--- src/rtl/hpu_pkg.sv ---
// Shared types and address-map constants for the hart debug memory slave.
package hpu_pkg;

  typedef enum logic [1:0] {
    RUNNING  = 2'd0,
    HALTED   = 2'd1,
    CMD_GO   = 2'd2,
    RESUMING = 2'd3
  } dm_state_e;

  // Offsets within the 4 KiB debug window (addr[31:12] must be zero).
  localparam logic [11:0] DM_ADDR_HALT   = 12'h100;
  localparam logic [11:0] DM_ADDR_CMD    = 12'h104;
  localparam logic [11:0] DM_ADDR_RESUME = 12'h108;
  localparam logic [11:0] DM_ADDR_EXCEPT = 12'h10C;
  localparam logic [11:0] DM_ADDR_DATA0  = 12'h200;
  localparam logic [11:0] DM_ADDR_FLAGS  = 12'h300;
  localparam logic [11:0] DM_ADDR_CMDW   = 12'h400;

  localparam int DM_PB_DEPTH = 16;

endpackage

--- src/rtl/hpu_dm_pbuf.sv ---
// Program buffer RAM: debugger-side write port, hart-side registered read port.
module hpu_dm_pbuf #(
  parameter int DEPTH = 16,
  localparam int AW = $clog2(DEPTH)
) (
  input  logic          clk,
  input  logic          we,
  input  logic [AW-1:0] waddr,
  input  logic [31:0]   wdata,
  input  logic          re,
  input  logic [AW-1:0] raddr,
  output logic [31:0]   rdata
);

  logic [31:0] mem [DEPTH];
  logic [31:0] rdata_p1;

  always_ff @(posedge clk) begin
    if (we) mem[waddr] <= wdata;
  end

  // read stage: output holds between reads
  always_ff @(posedge clk) begin
    if (re) rdata_p1 <= mem[raddr];
  end

  assign rdata = rdata_p1;

endmodule

--- src/rtl/hpu_dm_mem.sv ---
// Debug memory slave: program buffer, data0, flags and command word, plus the
// hart/debugger halt-resume-command handshake state machine.
module hpu_dm_mem
  import hpu_pkg::*;
#(
  parameter int PB_DEPTH = DM_PB_DEPTH,
  parameter int CMD_W    = 32,
  localparam int PBW     = $clog2(PB_DEPTH)
) (
  input  logic             clk_i,
  input  logic             rst_i,
  input  logic             darb_dm__req_i,
  input  logic             darb_dm__we_i,
  input  logic [31:0]      darb_dm__addr_i,
  input  logic [31:0]      darb_dm__wdata_i,
  output logic [31:0]      dm_darb__rdata_o,
  input  logic             dbg_dm__haltreq_i,
  input  logic             dbg_dm__resumereq_i,
  input  logic             dbg_dm__cmd_valid_i,
  input  logic [CMD_W-1:0] dbg_dm__cmd_data_i,
  output logic             dm_dbg__cmd_ready_o,
  input  logic             dbg_dm__pb_we_i,
  input  logic [PBW:0]     dbg_dm__pb_addr_i,
  input  logic [31:0]      dbg_dm__pb_wdata_i,
  output logic [31:0]      dm_dbg__data0_o,
  output logic             dm_dbg__halted_o,
  output logic             dm_dbg__cmd_busy_o,
  output logic             dm_dbg__cmd_done_o,
  output logic             dm_dbg__cmd_err_o,
  output logic             dm_ctrl__haltreq_o
);

  localparam logic [11:0] PB_END = 12'(4 * PB_DEPTH);

  dm_state_e        state, state_nxt;
  logic             accept, done, except;
  logic             err, done_p1, haltreq_p1;
  logic [CMD_W-1:0] cmd_q;
  logic [31:0]      data0_q;
  logic [31:0]      reg_rdata_p1, rd_mux, pb_rdata;
  logic             pb_sel_p1;

  logic        mapped, rd, wr;
  logic [11:0] offs;
  logic        hit_pb, hit_data0, hit_flags, hit_cmdw;
  logic        wr_halt, wr_cmd, wr_resume, wr_except, wr_data0;
  logic        go, resume, dbg_wr;

  assign mapped    = (darb_dm__addr_i[31:12] == 20'd0);
  assign offs      = darb_dm__addr_i[11:0];
  assign rd        = darb_dm__req_i & ~darb_dm__we_i;
  assign wr        = darb_dm__req_i & darb_dm__we_i & mapped;
  assign hit_pb    = mapped && (offs < PB_END);
  assign hit_data0 = mapped && (offs == DM_ADDR_DATA0);
  assign hit_flags = mapped && (offs == DM_ADDR_FLAGS);
  assign hit_cmdw  = mapped && (offs == DM_ADDR_CMDW);
  assign wr_halt   = wr && (offs == DM_ADDR_HALT);
  assign wr_cmd    = wr && (offs == DM_ADDR_CMD);
  assign wr_resume = wr && (offs == DM_ADDR_RESUME);
  assign wr_except = wr && (offs == DM_ADDR_EXCEPT);
  assign wr_data0  = wr && (offs == DM_ADDR_DATA0);

  // go/resume flags are exactly "in CMD_GO" / "in RESUMING"
  assign go     = (state == CMD_GO);
  assign resume = (state == RESUMING);
  assign dbg_wr = dbg_dm__pb_we_i & (state != CMD_GO);

  always_comb begin
    state_nxt = state;
    accept    = 1'b0;
    done      = 1'b0;
    except    = 1'b0;
    case (state)
      RUNNING:  if (wr_halt) state_nxt = HALTED;
      HALTED: begin
        if (dbg_dm__cmd_valid_i) begin
          accept    = 1'b1;
          state_nxt = CMD_GO;
        end else if (dbg_dm__resumereq_i) begin
          state_nxt = RESUMING;
        end
      end
      CMD_GO: begin
        if (wr_cmd) begin
          done      = 1'b1;
          state_nxt = HALTED;
        end else if (wr_except) begin
          done      = 1'b1;
          except    = 1'b1;
          state_nxt = HALTED;
        end
      end
      RESUMING: if (wr_resume) state_nxt = RUNNING;
      default:  state_nxt = RUNNING;
    endcase
  end

  always_ff @(posedge clk_i) begin
    if (rst_i) begin
      state      <= RUNNING;
      err        <= 1'b0;
      done_p1    <= 1'b0;
      haltreq_p1 <= 1'b0;
    end else begin
      state      <= state_nxt;
      done_p1    <= done;
      haltreq_p1 <= dbg_dm__haltreq_i && (state == RUNNING);
      if (except)      err <= 1'b1;
      else if (accept) err <= 1'b0;
    end
  end

  // Hart write to data0 takes priority over a simultaneous debugger write.
  always_ff @(posedge clk_i) begin
    if (rst_i) begin
      cmd_q   <= '0;
      data0_q <= '0;
    end else begin
      if (accept) cmd_q <= dbg_dm__cmd_data_i;
      if (wr_data0) data0_q <= darb_dm__wdata_i;
      else if (dbg_wr && dbg_dm__pb_addr_i[PBW]) data0_q <= dbg_dm__pb_wdata_i;
    end
  end

  always_comb begin
    rd_mux = '0;
    if (hit_data0)      rd_mux = data0_q;
    else if (hit_flags) rd_mux = {30'd0, resume, go};
    else if (hit_cmdw)  rd_mux = 32'(cmd_q);
  end

  // read stage: register non-PB data and which source drives rdata
  always_ff @(posedge clk_i) begin
    if (rst_i) begin
      reg_rdata_p1 <= '0;
      pb_sel_p1    <= 1'b0;
    end else if (rd) begin
      reg_rdata_p1 <= rd_mux;
      pb_sel_p1    <= hit_pb;
    end
  end

  hpu_dm_pbuf #(.DEPTH(PB_DEPTH)) u_pbuf (
    .clk   (clk_i),
    .we    (dbg_wr & ~dbg_dm__pb_addr_i[PBW]),
    .waddr (dbg_dm__pb_addr_i[PBW-1:0]),
    .wdata (dbg_dm__pb_wdata_i),
    .re    (rd & hit_pb),
    .raddr (darb_dm__addr_i[PBW+1:2]),
    .rdata (pb_rdata)
  );

  assign dm_darb__rdata_o    = pb_sel_p1 ? pb_rdata : reg_rdata_p1;
  assign dm_dbg__cmd_ready_o = (state == HALTED);
  assign dm_dbg__data0_o     = data0_q;
  assign dm_dbg__halted_o    = (state != RUNNING);
  assign dm_dbg__cmd_busy_o  = (state == CMD_GO);
  assign dm_dbg__cmd_done_o  = done_p1;
  assign dm_dbg__cmd_err_o   = err;
  assign dm_ctrl__haltreq_o  = haltreq_p1;

endmodule

--- config.mk ---
export PLATFORM = sky130hd
export DESIGN_NAME = hpu_dm_mem
export DESIGN_NICKNAME = d
export VERILOG_FILES = /design/src/rtl/hpu_pkg.sv /design/src/rtl/hpu_dm_pbuf.sv /design/src/rtl/hpu_dm_mem.sv
export SDC_FILE = /design/constraint.sdc
export NUM_CORES = 1
export LEC_CHECK = 0
export CORE_MARGIN = 1
export CORE_UTILIZATION = 55
export CTS_BUF_LIST = sky130_fd_sc_hd__clkbuf_8
export CTS_CLUSTER_DIAMETER = 40
export DETAILED_ROUTE_END_ITERATION = 12
export PLACE_DENSITY = 0.79
export SYNTH_ARGS = -nofsm -noshare
export SYNTH_HDL_FRONTEND = slang
export SYNTH_SLANG_ARGS = --single-unit
--- constraint.sdc ---
create_clock -name clk_i -period 5.35 [get_ports clk_i]
set_clock_uncertainty 0.05 [all_clocks]
set_input_delay 0.535 -clock clk_i [delete_from_list [all_inputs] [get_ports clk_i]]
set_output_delay 0.535 -clock clk_i [all_outputs]
set_load 0.05 [all_outputs]
==> results.md <==
* Top cells by instance count after synthesis: edfxtp_1 (544), mux4_2 (160), dfxtp_1 (102)
* Post-Syn Area at 25100 µm²
* Slew Limit Headroom at 0.256
* Count leader, synth: edfxtp_1
* Total congestion overflow at 0
* Type of element capturing the critical path: output pin
* Initial antenna violation count at 0
* Post-DRT Antenna Nets at 0
* Comb power frac at 0.059
* Synth-to-layout area growth at 19.1%
* Clk slew on worst S/H paths at around 0.07 ns
* Startpoint Class: flip-flop
* Share of cells above drive strength 1 at 0.260
* Clk buf depth at 3
* Clock power share at 0.388
* Reg2Reg Setup Slack at 2.34 ns
* Post-synth EDFFs at 544
* Overall Global Routing Usage at 0.271
* Die span in x at roughly 220 µm
* Worst EP required at 4.76 ns
* TritonCTS clock tree: yes
* Main flop type after synthesis: edfxtp_1
* WL/cell at 27.8 µm
* Crit-path max FO at 33
* WHS at 0.367 ns
* Post_cts resized at 0
* Cts hold-fix bufs at 0
* Area share of the largest cell type after synthesis at 0.652
* Final nets at 1700
* Least-Margin Pin Slew at ~1.1 ns
* Sum Neg Setup Slack at 0 ns
* CP arrival at about 2.9 ns
* Post-synthesis register bit count at 646
* Vias per cell at 6.26
* Full die area at 46400 µm²
* Fill cell count at approximately 2800
* Synth area leaders: edfxtp_1 (65%), mux4_2 (14%), dfxtp_1 (8.1%)
* Clk_lat worst skew at 0.66 ns
* Final Max Slew Viols at 0
* First-pass GRT wire length at between 90 and 100 mm
* Hold Crit Class: input pin to flip-flop
* Rows at a little under 80
* Die height at 215 µm
* Number of post-CTS setup repair buffers at 0
* Num Clock Sinks at 646
* Initial DRC Count at 1665
* Input/output buffers at 210
* Total core area at 44600 µm²
* Syn avg cell area at 19.3 µm²
* Pwr/cell area at 334 nW/µm²
* IO Count at 211
* Seq/Total Area, Yosys at 0.733
* CTS Buf Count at 101
* Min cycle time layout at 3.52 ns
* P_leak at 9.70 nW
* RSZ-0062 raised after global routing: no
* Remaining DRCs at 0
* Pin count of the biggest net entering global routing at 73
* Cells after synthesis at 1297
* Worst IR Drop VDD at roughly 170 µV
* YS warnings at 0
* Htree depth at 3
* Status: finished clean
* Root Driver: clkbuf_8
* Multi-input logic area at 6430 µm²
* First-pass DRT Iterations at 7
* HPWL after DPL at 37.0 mm
* Max_cap viols at 0
* Fraction of registers with async set or reset after synthesis at 0
* FF+latch area at roughly 18000 µm²
* Internal power at 0.00778 W
* Routed WL at 62.1 mm
* NetSw at 0.00219 W
* Switching share of power at 0.219
* Post-Syn Nets at 1438
* Setup violators final at 0
* Final Cycle Share at 0.659
* Area leader, netlist: edfxtp_1
* WS Path Type: flip-flop to output pin
* RePlAce Congestion at 0.793
* Initial Utilization at 0.562
* Synth unique cells at 36
* F_max at ~0.28 GHz
* Vias in the first global route at 14400
* Fin. Hold Viols at 0
* Vias at 14000
* Flop pwr share at 0.554
registers in the layout, indices dropped and copies added, names as in the netlist:
register and cells:
dm_ctrl__haltreq_o 1, cmd_q 32, reg_rdata_p1 32, dm_dbg__cmd_err_o 1, state 2, dm_dbg__data0_o 32
dm_dbg__cmd_done_o 1, u_pbuf.rdata 32, u_pbuf.mem 512, pb_sel_p1 1
final timing paths:
check | start | to | cells past startpoint
setup / recovery | pb_sel_p1 | dm_darb__rdata_o[17] | 2
hold reg to reg | cmd_q[6] | cmd_q[6] | 2
hold / removal | dbg_dm__cmd_data_i[7] | cmd_q[7] | 3
setup reg to reg | state[0] | u_pbuf.mem[8][17] | 5
through the flow:
stage | cell area [µm²] | utilization | std cells | power, W | setup slack [ns]
6_report | 29900 | 0.669 | 2234 | 0.00997 | 1.83
5_1_grt | 29800 | 0.669 | 2233 | 0.0102 | 1.79
4_1_cts | 29800 | 0.669 | 2233 | 0.0100 | 1.84
3_5_place_dp | 27900 | 0.626 | 2048 | 0.00621 | 1.77
3_3_place_gp | 27900 | 0.626 | 2048 | 0.00620 | 1.89
2_1_floorplan | 25100 | - | 1297 | 0.00592 | 1.51
critical path, cell delays in order, from the launching register on:
cell and delay, ns:
dfxtp_2 1.07, mux2_2 0.37, clkdlybuf4s50_1 0.82
final cells by class:
type | instances | share of cell area
inverter | 4 | 0.000503
multi-input combinational | 562 | 0.215
tap | 592 | 0.0248
sequential | 646 | 0.616
antenna | 1 | 0.0000838
clock buffer | 115 | 0.0530
timing repair buffer | 244 | 0.0795
clock inverter | 70 | 0.0111
layout by cell type (no fill, tap or decap), types with 3 or more instances in the layout:
master	synthesis	final
a211oi_2	32	32
a21oi_1	34	34
a22o_1	30	30
a22oi_1	34	34
buf_4	0	35
clkbuf_8	0	116
clkdlybuf4s50_1	0	205
clkinv_1	0	9
clkinv_2	0	16
clkinvlp_4	0	3
dfxtp_1	102	101
edfxtp_1	544	544
inv_1	4	43
mux2_2	32	32
mux2i_1	33	33
mux4_2	160	160
nand2_1	75	75
nand2b_1	4	3
nand3_1	3	3
nand4_1	4	4
nor2_1	86	74
nor2_4	0	12
nor2b_1	4	3
nor3_1	7	3
nor3_2	0	4
nor4_1	4	4
power by group through the flow:
stage / logic, W / clock network, W / registers, W
floorplan: 0.000266 / 0 / 0.00566
global route: 0.000617 / 0.00410 / 0.00552
detailed placement: 0.000587 / 0 / 0.00562
CTS: 0.000588 / 0.00391 / 0.00552
global placement: 0.000577 / 0 / 0.00562
finish: 0.000586 / 0.00386 / 0.00552
per-layer routing:
layer  wire [µm]  up-vias  GRT usage  share of wire
met4        1770        0     0.0950          0.029
met2       30800      873      0.439           0.50
li1            -     5813          -              -
met1       22800     7161      0.353           0.37
met3        6620      129     0.0758           0.11
met5           0        -          0              0
cells by family after synthesis:
family / after synthesis / share of synthesized area
buffers and inverters: 89 / 0.0156
AOI/OAI and AO/OA: 138 / 0.0458
and+or+nand+nor: 199 / 0.0340
DFF: 646 / 0.733
muxes: 225 / 0.171
No activity file was read; power rests on OpenSTA's default activity.
